[src/rtl/counter_sweep_ctrl.sv]
// Triangle-sweep sequencer for an external up/down counter: seek to lo, N sweeps lo->hi->lo.
// Optional endpoint dwell states are enabled by defining SWEEP_DWELL_EN.
module counter_sweep_ctrl #(
  parameter int WIDTH = 8,
  parameter int CW    = 8,
  parameter int DWELL = 4
) (
  input  logic             clk,
  input  logic             rst_n,
  input  logic             start,
  input  logic             abort,
  input  logic [WIDTH-1:0] lo,
  input  logic [WIDTH-1:0] hi,
  input  logic [CW-1:0]    n_sweeps,
  input  logic [WIDTH-1:0] count_in,
  output logic             cnt_en,
  output logic             cnt_up,
  output logic             busy,
  output logic             done,
  output logic             err,
  output logic [CW-1:0]    sweep_cnt
);

  if (DWELL < 1) begin : g_bad_dwell
    $error("DWELL must be at least 1");
  end

`ifdef SWEEP_DWELL_EN
  typedef enum logic [2:0] {
    S_IDLE, S_SEEK, S_UP, S_DOWN, S_DONE, S_DWELL_HI, S_DWELL_LO
  } state_t;

  localparam int DW = (DWELL > 1) ? $clog2(DWELL) : 1;
  logic [DW-1:0] dwell_q;
  logic          dwell_last;
`else
  typedef enum logic [2:0] {
    S_IDLE, S_SEEK, S_UP, S_DOWN, S_DONE
  } state_t;
`endif

  state_t          state, state_d;
  logic [WIDTH-1:0] lo_q, hi_q;
  logic [CW-1:0]    n_q;
  logic             accept, reject, sweep_inc, last_sweep;

  assign last_sweep = ((sweep_cnt + CW'(1)) == n_q);

`ifdef SWEEP_DWELL_EN
  assign dwell_last = (dwell_q == DW'(DWELL - 1));
`endif

  always_comb begin
    state_d   = state;
    cnt_en    = 1'b0;
    cnt_up    = 1'b0;
    accept    = 1'b0;
    reject    = 1'b0;
    sweep_inc = 1'b0;
    case (state)
      S_IDLE: begin
        if (start) begin
          if ((lo < hi) && (n_sweeps != '0)) begin
            accept  = 1'b1;
            state_d = S_SEEK;
          end else begin
            reject = 1'b1;
          end
        end
      end
      S_SEEK: begin
        cnt_en = (count_in != lo_q);
        cnt_up = (count_in < lo_q);
        if (count_in == lo_q) state_d = S_UP;
      end
      S_UP: begin
        cnt_en = 1'b1;
        if (count_in != hi_q) begin
          cnt_up = 1'b1;
        end else begin
`ifdef SWEEP_DWELL_EN
          cnt_en  = 1'b0;
          state_d = S_DWELL_HI;
`else
          state_d = S_DOWN;
`endif
        end
      end
      S_DOWN: begin
        if (count_in != lo_q) begin
          cnt_en = 1'b1;
        end else begin
          sweep_inc = 1'b1;
          if (last_sweep) begin
            state_d = S_DONE;
          end else begin
`ifdef SWEEP_DWELL_EN
            state_d = S_DWELL_LO;
`else
            cnt_en  = 1'b1;
            cnt_up  = 1'b1;
            state_d = S_UP;
`endif
          end
        end
      end
`ifdef SWEEP_DWELL_EN
      // The last dwell cycle already steps away so each endpoint shows for 1+DWELL cycles.
      S_DWELL_HI: begin
        if (dwell_last) begin
          cnt_en  = 1'b1;
          state_d = S_DOWN;
        end
      end
      S_DWELL_LO: begin
        if (dwell_last) begin
          cnt_en  = 1'b1;
          cnt_up  = 1'b1;
          state_d = S_UP;
        end
      end
`endif
      S_DONE:  state_d = S_IDLE;
      default: state_d = S_IDLE;
    endcase

    // Abort overrides everything decided above, including a same-cycle start.
    if (abort) begin
      state_d   = S_IDLE;
      cnt_en    = 1'b0;
      accept    = 1'b0;
      reject    = 1'b0;
      sweep_inc = 1'b0;
    end
  end

  assign busy = (state != S_IDLE) && (state != S_DONE);
  assign done = (state == S_DONE) && !abort;

  always_ff @(posedge clk or negedge rst_n) begin
    if (!rst_n) begin
      state     <= S_IDLE;
      lo_q      <= '0;
      hi_q      <= '0;
      n_q       <= '0;
      sweep_cnt <= '0;
      err       <= 1'b0;
    end else begin
      state <= state_d;
      err   <= reject;
      if (accept) begin
        lo_q      <= lo;
        hi_q      <= hi;
        n_q       <= n_sweeps;
        sweep_cnt <= '0;
      end else if (sweep_inc) begin
        sweep_cnt <= sweep_cnt + CW'(1);
      end
    end
  end

`ifdef SWEEP_DWELL_EN
  always_ff @(posedge clk or negedge rst_n) begin
    if (!rst_n) begin
      dwell_q <= '0;
    end else if (((state == S_DWELL_HI) || (state == S_DWELL_LO)) && (state_d == state)) begin
      dwell_q <= dwell_q + DW'(1);
    end else begin
      dwell_q <= '0;
    end
  end
`endif

endmodule

[config.mk]
export PLATFORM = sky130hd
export DESIGN_NAME = counter_sweep_ctrl
export DESIGN_NICKNAME = d
export VERILOG_FILES = /design/src/rtl/counter_sweep_ctrl.sv
export SDC_FILE = /design/constraint.sdc
export NUM_CORES = 1
export LEC_CHECK = 0
export CELL_PAD_IN_SITES_DETAIL_PLACEMENT = 0
export CELL_PAD_IN_SITES_GLOBAL_PLACEMENT = 1
export CORE_MARGIN = 10
export CORE_UTILIZATION = 39
export DETAILED_ROUTE_END_ITERATION = 12
export PLACE_DENSITY = 0.9
export SYNTH_ARGS = -nofsm -noshare
export SYNTH_HDL_FRONTEND = slang
export SYNTH_SLANG_ARGS = --single-unit
[constraint.sdc]
create_clock -name clk -period 3.1 [get_ports clk]
set_clock_uncertainty 0.2 [all_clocks]
set_input_delay 0.62 -clock clk [delete_from_list [all_inputs] [get_ports clk]]
set_output_delay 0.62 -clock clk [all_outputs]
set_load 0.005 [all_outputs]
# After elaboration in Yosys (flattened, before gate mapping)
# Cells that the tools add are included.
dict set report classes {
  n_reduce_logical 9
  mux 28
  n_eq_ne 14
  add_sub_neg 1
  order_cmp 2
}
# op count
set ops {}
lappend ops {{3-bit 2-to-1 mux} 7}
lappend ops {{3-bit != test, second input constant} 6}
lappend ops {{8-bit == test} 2}
lappend ops {{8-bit less-than comparator} 2}
lappend ops {{1-bit 2-to-1 mux} 16}
lappend ops {{8-bit 2-to-1 mux} 2}
lappend ops {{8-bit != test} 2}
lappend ops {{3-bit case mux with 4 select lines} 1}
lappend ops {{8-bit by 1-bit adder with 8-bit output, second input constant} 1}
lappend ops {{8-bit nonzero test} 1}
lappend ops {{3-bit by 2-bit == test with 1-bit output, second input constant} 2}
lappend ops {{1-bit case mux with 3 select lines} 2}
lappend ops {{5-bit AND reduction} 1}
lappend ops {{3-bit by 1-bit == test with 1-bit output, second input constant} 1}
lappend ops {{3-bit == test, second input constant} 1}
lappend ops {{1-bit logical AND} 3}
lappend ops {{3-bit zero test} 1}
lappend ops {{3-bit nonzero test} 1}
lappend ops {{2-bit nonzero test} 1}
lappend ops {{1-bit zero test} 1}
dict set report word_totals {
  wordCells 60
  output_inout_bits 13
  ff_bits 36
  inputBits 36
}

# Depth between registers and ports, before layout
dict set report logic_depth {
  depth_word 7
  mapped_depth 9
  ltp_nobuf 7
}

# Worst setup path before layout
# Ideal clock, no wire load.
dict set report synth_timing {
  path_kind {input -> register}
  startpoint {in hi[6]}
  endpoint {reg lo_q[5]}
  setup_slack_ps 294
  arrival_time_ps 2479
  setup_ps 127
  cell_stages 9
  cell_sequence {inv_1 -> ha_1 -> a21o_1 -> a22o_1 -> or4_4 -> a21oi_2 -> buf_6 -> buf_6 -> mux2_1}
}
dict set report synth_via {
  elab_chain_cells 6
}
# item line
set synth_lines {}
lappend synth_lines {{from (decl)} 13} ;# input logic [WIDTH-1:0] hi,
lappend synth_lines {{8-bit less-than comparator} 63} ;# if ((lo < hi) && (n_sweeps != '0)) begin
lappend synth_lines {{1-bit logical AND} 63}
lappend synth_lines {{1-bit 2-to-1 mux} 63}
lappend synth_lines {{1-bit 2-to-1 mux} 62} ;# if (start) begin
lappend synth_lines {{1-bit 2-to-1 mux} 60} ;# case (state)
lappend synth_lines {{1-bit 2-to-1 mux} 128} ;# if (abort) begin
lappend synth_lines {{to (signal assigned)} 152} ;# lo_q <= lo;
lappend synth_lines {{to (decl)} 43} ;# logic [WIDTH-1:0] lo_q, hi_q;
# Every way passes these cells.
# A chain may end at the register's enable or synchronous reset.

# Worst setup path after layout
dict set report layout_timing {
  startpoint {reg sweep_cnt[1]}
  endpoint {out cnt_up}
}
dict set report layout_via {
  elab_chain_cells 5
}
# item line
set layout_lines {}
lappend layout_lines {{from (decl)} 21} ;# output logic [CW-1:0] sweep_cnt
lappend layout_lines {{from (signal assigned)} 157} ;# sweep_cnt <= sweep_cnt + CW'(1);
lappend layout_lines {{8-bit by 1-bit adder with 8-bit output} 47} ;# assign last_sweep = ((sweep_cnt + CW'(1)) == n_q);
lappend layout_lines {{8-bit == test} 47}
lappend layout_lines {{1-bit 2-to-1 mux} 94} ;# if (last_sweep) begin
lappend layout_lines {{1-bit 2-to-1 mux} 90} ;# if (count_in != lo_q) begin
lappend layout_lines {{1-bit case mux with 3 select lines} 60}
lappend layout_lines {{to (decl)} 17} ;# output logic cnt_up,
# Every way passes these cells.

==> results.yml <==
status:
  status: "finished, final reports clean"
global_route:
  grt_pass1_wl_um: 9540
  grt_use_total: 0.130
  antenna_found_initial: 0
  grt_max_degree: 37
  overflow: 0
  grt_pass1_vias: 1942
detailed_routing:
  wl_per_cell_um: 15.4
  drc_errors: 0
  dr.first_iter.drc_count: 48
  drt_wl_total_um: 5780
  via_per_inst: 5.00
  first_pass_iters: 4
  drtAntennaViolNets: 0
  vias: 1874
power:
  p_leak_nw: 1.43
  power_density_mw_per_mm2: 442
  ir_drop_v: 0.000242
floorplan:
  die_x_um: 96.5
  core_area_mm2: 0.00561
  die_h_um: 96.5
  rows: 27
  start_util: 0.407
  top_level_ports: 49
  die_area_mm2: 0.00932
setup_path:
  critPathMaxStageDelay_ns: 0.42
  critPathRequiredTime_ns: 2.28
  crit_arrival_ns: 2.27
  path_cells: "nand4_2, or3_1, a2111o_1, nor4_4, buf_4, buf_6, o211ai_1, buf_2"
  cp_max_fo: 4
  cp-start-kind: "flop"
  cp_num_cells: 8
  path_class: "reg -> out"
  end_kind: "output pin"
  critPathBufInv: 3
  cpMaxStageDelayCell: "dfrtp_2"
  cp_top_family: "simple AND/OR/NAND/NOR gates"
  r2r_cells: 7
finish:
  final_common_cell: "clkdlybuf4s50_1"
  multi_input_area_mm2: 0.00134
  n_antenna_cell: 0
  final_cell_mix: "clkdlybuf4s50_1, dfrtp_1, buf_4"
  final_core_util: 0.577
  fillers: 493
  ff_latch_area_um2: 903
  drive_gt1_frac: 0.284
  syn2layout_area_growth_pct: 41.7
  nets: 355
cts:
  cts_tree: "built"
  cts.sinks: 36
  cts_root_buffer: "clkbuf_8"
  numCtsBuffers: 5
  htreeDepth: 2
  clock_path_buffers: 2
  clk_pin_slew_ns: 0.07
  hold_buffers: 0
  clkLatencyLatePin_ns: 0.28
sta:
  rsz0062_at_grt: "true"
  holdWs_ns: 0.291
  setup_violations: 0
  slew_viol_final: 0
  relSlewSlack: 0.604
  fin_crit_ns: 3.09
  max_freq_mhz: 323
  finalCritPeriodShare: 0.998
  hold_viol_final: 0
  worst_pin_slew_ns: 0.588
  layout_setup_ws_ns: 0.00763
yosys:
  synth_edf_count: 0
  syn_nets: 269
  yosys.area_share.simple: 0.166
  synth_top_family_by_area: "simple AND/OR/NAND/NOR gates"
  ys_ff_latch: 36
  avgSynthCellArea_um2: 10.5
  synthXorXnorAreaFrac: 0.0805
  synth_adder_area_share: 0.0876
  netlist_instances: 217
  async_flop_share: 1.00
  syn_area_mm2: 0.00228
  yosysSeqAreaShare: 0.394
  muxShareOfSynthArea: 0.123
  synth_compound_area_frac: 0.0947
  yosysUniqueCellTypes: 48
  ys.flop_type: "dfrtp_1"
  yosysWarnings: 0
placement:
  dp_hpwl_um: 4480
  pre_cts_slack_ns: -0.781
  port_buffers: 48
  gp_congestion: 0.801
job:
  maxCapViolCount: 0
min_path:
  hold_depth: 1
  holdCritPathClass: "reg -> reg"
## registers in the layout, summed over array words and instances (netlist names)
register and count:
lo_q 8, sweep_cnt 8, err 1, hi_q 8
n_q 8, state 3
## area by class of cell
class,count,share of cell area
clock buffer,6,0.0224
clock inverter,1,0.00155
inverter,17,0.0197
multi-input combinational,157,0.413
sequential,36,0.279
tap,72,0.0278
timing repair buffer,86,0.236
## stage by stage
stage	power (W)	std cells	TNS, ns	area, µm²
after global placement	0.00108	361	-6.36	3030
final	0.00143	375	0	3240
after detailed placement	0.00109	361	-7.59	3030
after global routing	0.00153	375	-0.0978	3240
after CTS	0.00142	370	-0.0439	3160
after floorplan	0.000925	217	0	2280
## routing by layer
layer | part of all wire | global-route usage | up-vias | wire [µm]
li1 | - | - | 942 | -
met1 | 0.47 | 0.166 | 895 | 2700
met2 | 0.48 | 0.209 | 30 | 2750
met4 | 0.016 | 0.0436 | 0 | 92
met3 | 0.040 | 0.0308 | 7 | 230
met5 | 0 | 0 | - | 0
## final timing paths
check	to	startpoint	slack [ns]
hold / removal	lo_q[5]	lo_q[5]	0.29
hold reg to reg	lo_q[5]	lo_q[5]	0.29
setup / recovery	cnt_up	sweep_cnt[1]	0.008
setup reg to reg	n_q[7]	state[2]	0.65
min in group asynchronous	hi_q[3]	rst_n	0.55
max in group asynchronous	sweep_cnt[1]	rst_n	1.80
## cell usage after synthesis (5+ instances only)
| cell type | number | area, µm² |
|---|---|---|
| a21oi_1 | 7 | 35.0 |
| dfrtp_1 | 36 | 901 |
| mux2_2 | 22 | 248 |
| xnor2_1 | 14 | 123 |
| ha_1 | 16 | 200 |
| nand2_1 | 6 | 22.5 |
| nor2b_1 | 6 | 37.5 |
| nand4_1 | 5 | 31.3 |
| nand3_1 | 5 | 25.0 |
| o21ai_0 | 6 | 30.0 |
| inv_1 | 17 | 63.8 |
| nor2_1 | 16 | 60.1 |
| xor2_1 | 7 | 61.3 |
## repair_timing
action,in CTS,in global routing
endpoints found under the setup margin,2,23
gates cloned,0,1
pin swaps,12,0
buffers inserted,2,4
resized for setup,24,12
## worst register-to-register path: stages (launching register included)
cell and delay [ns]:
dfrtp_1 0.39, buf_4 0.15, nor2_1 0.16, nand3_1 0.16, or4_4 0.56, a21oi_4 0.20, buf_8 0.18, mux2_2 0.34
## power by group
group	switching, W	internal (W)	total, W
combinational	0.000202	0.000273	0.000475
clock	0.000155	0.000153	0.000307
sequential	0.0000764	0.000571	0.000648
## logic make-up after synthesis
| group | after synthesis |
|---|---|
| muxes | 25 |
| buffers and inverters | 24 |
| AOI/OAI and AO/OA | 32 |
| DFF | 36 |
| and+or+nand+nor | 63 |
| xor gates and xnor gates | 21 |
| adders and majority gates | 16 |
Note: power is estimated with default switching activity, not from simulation.
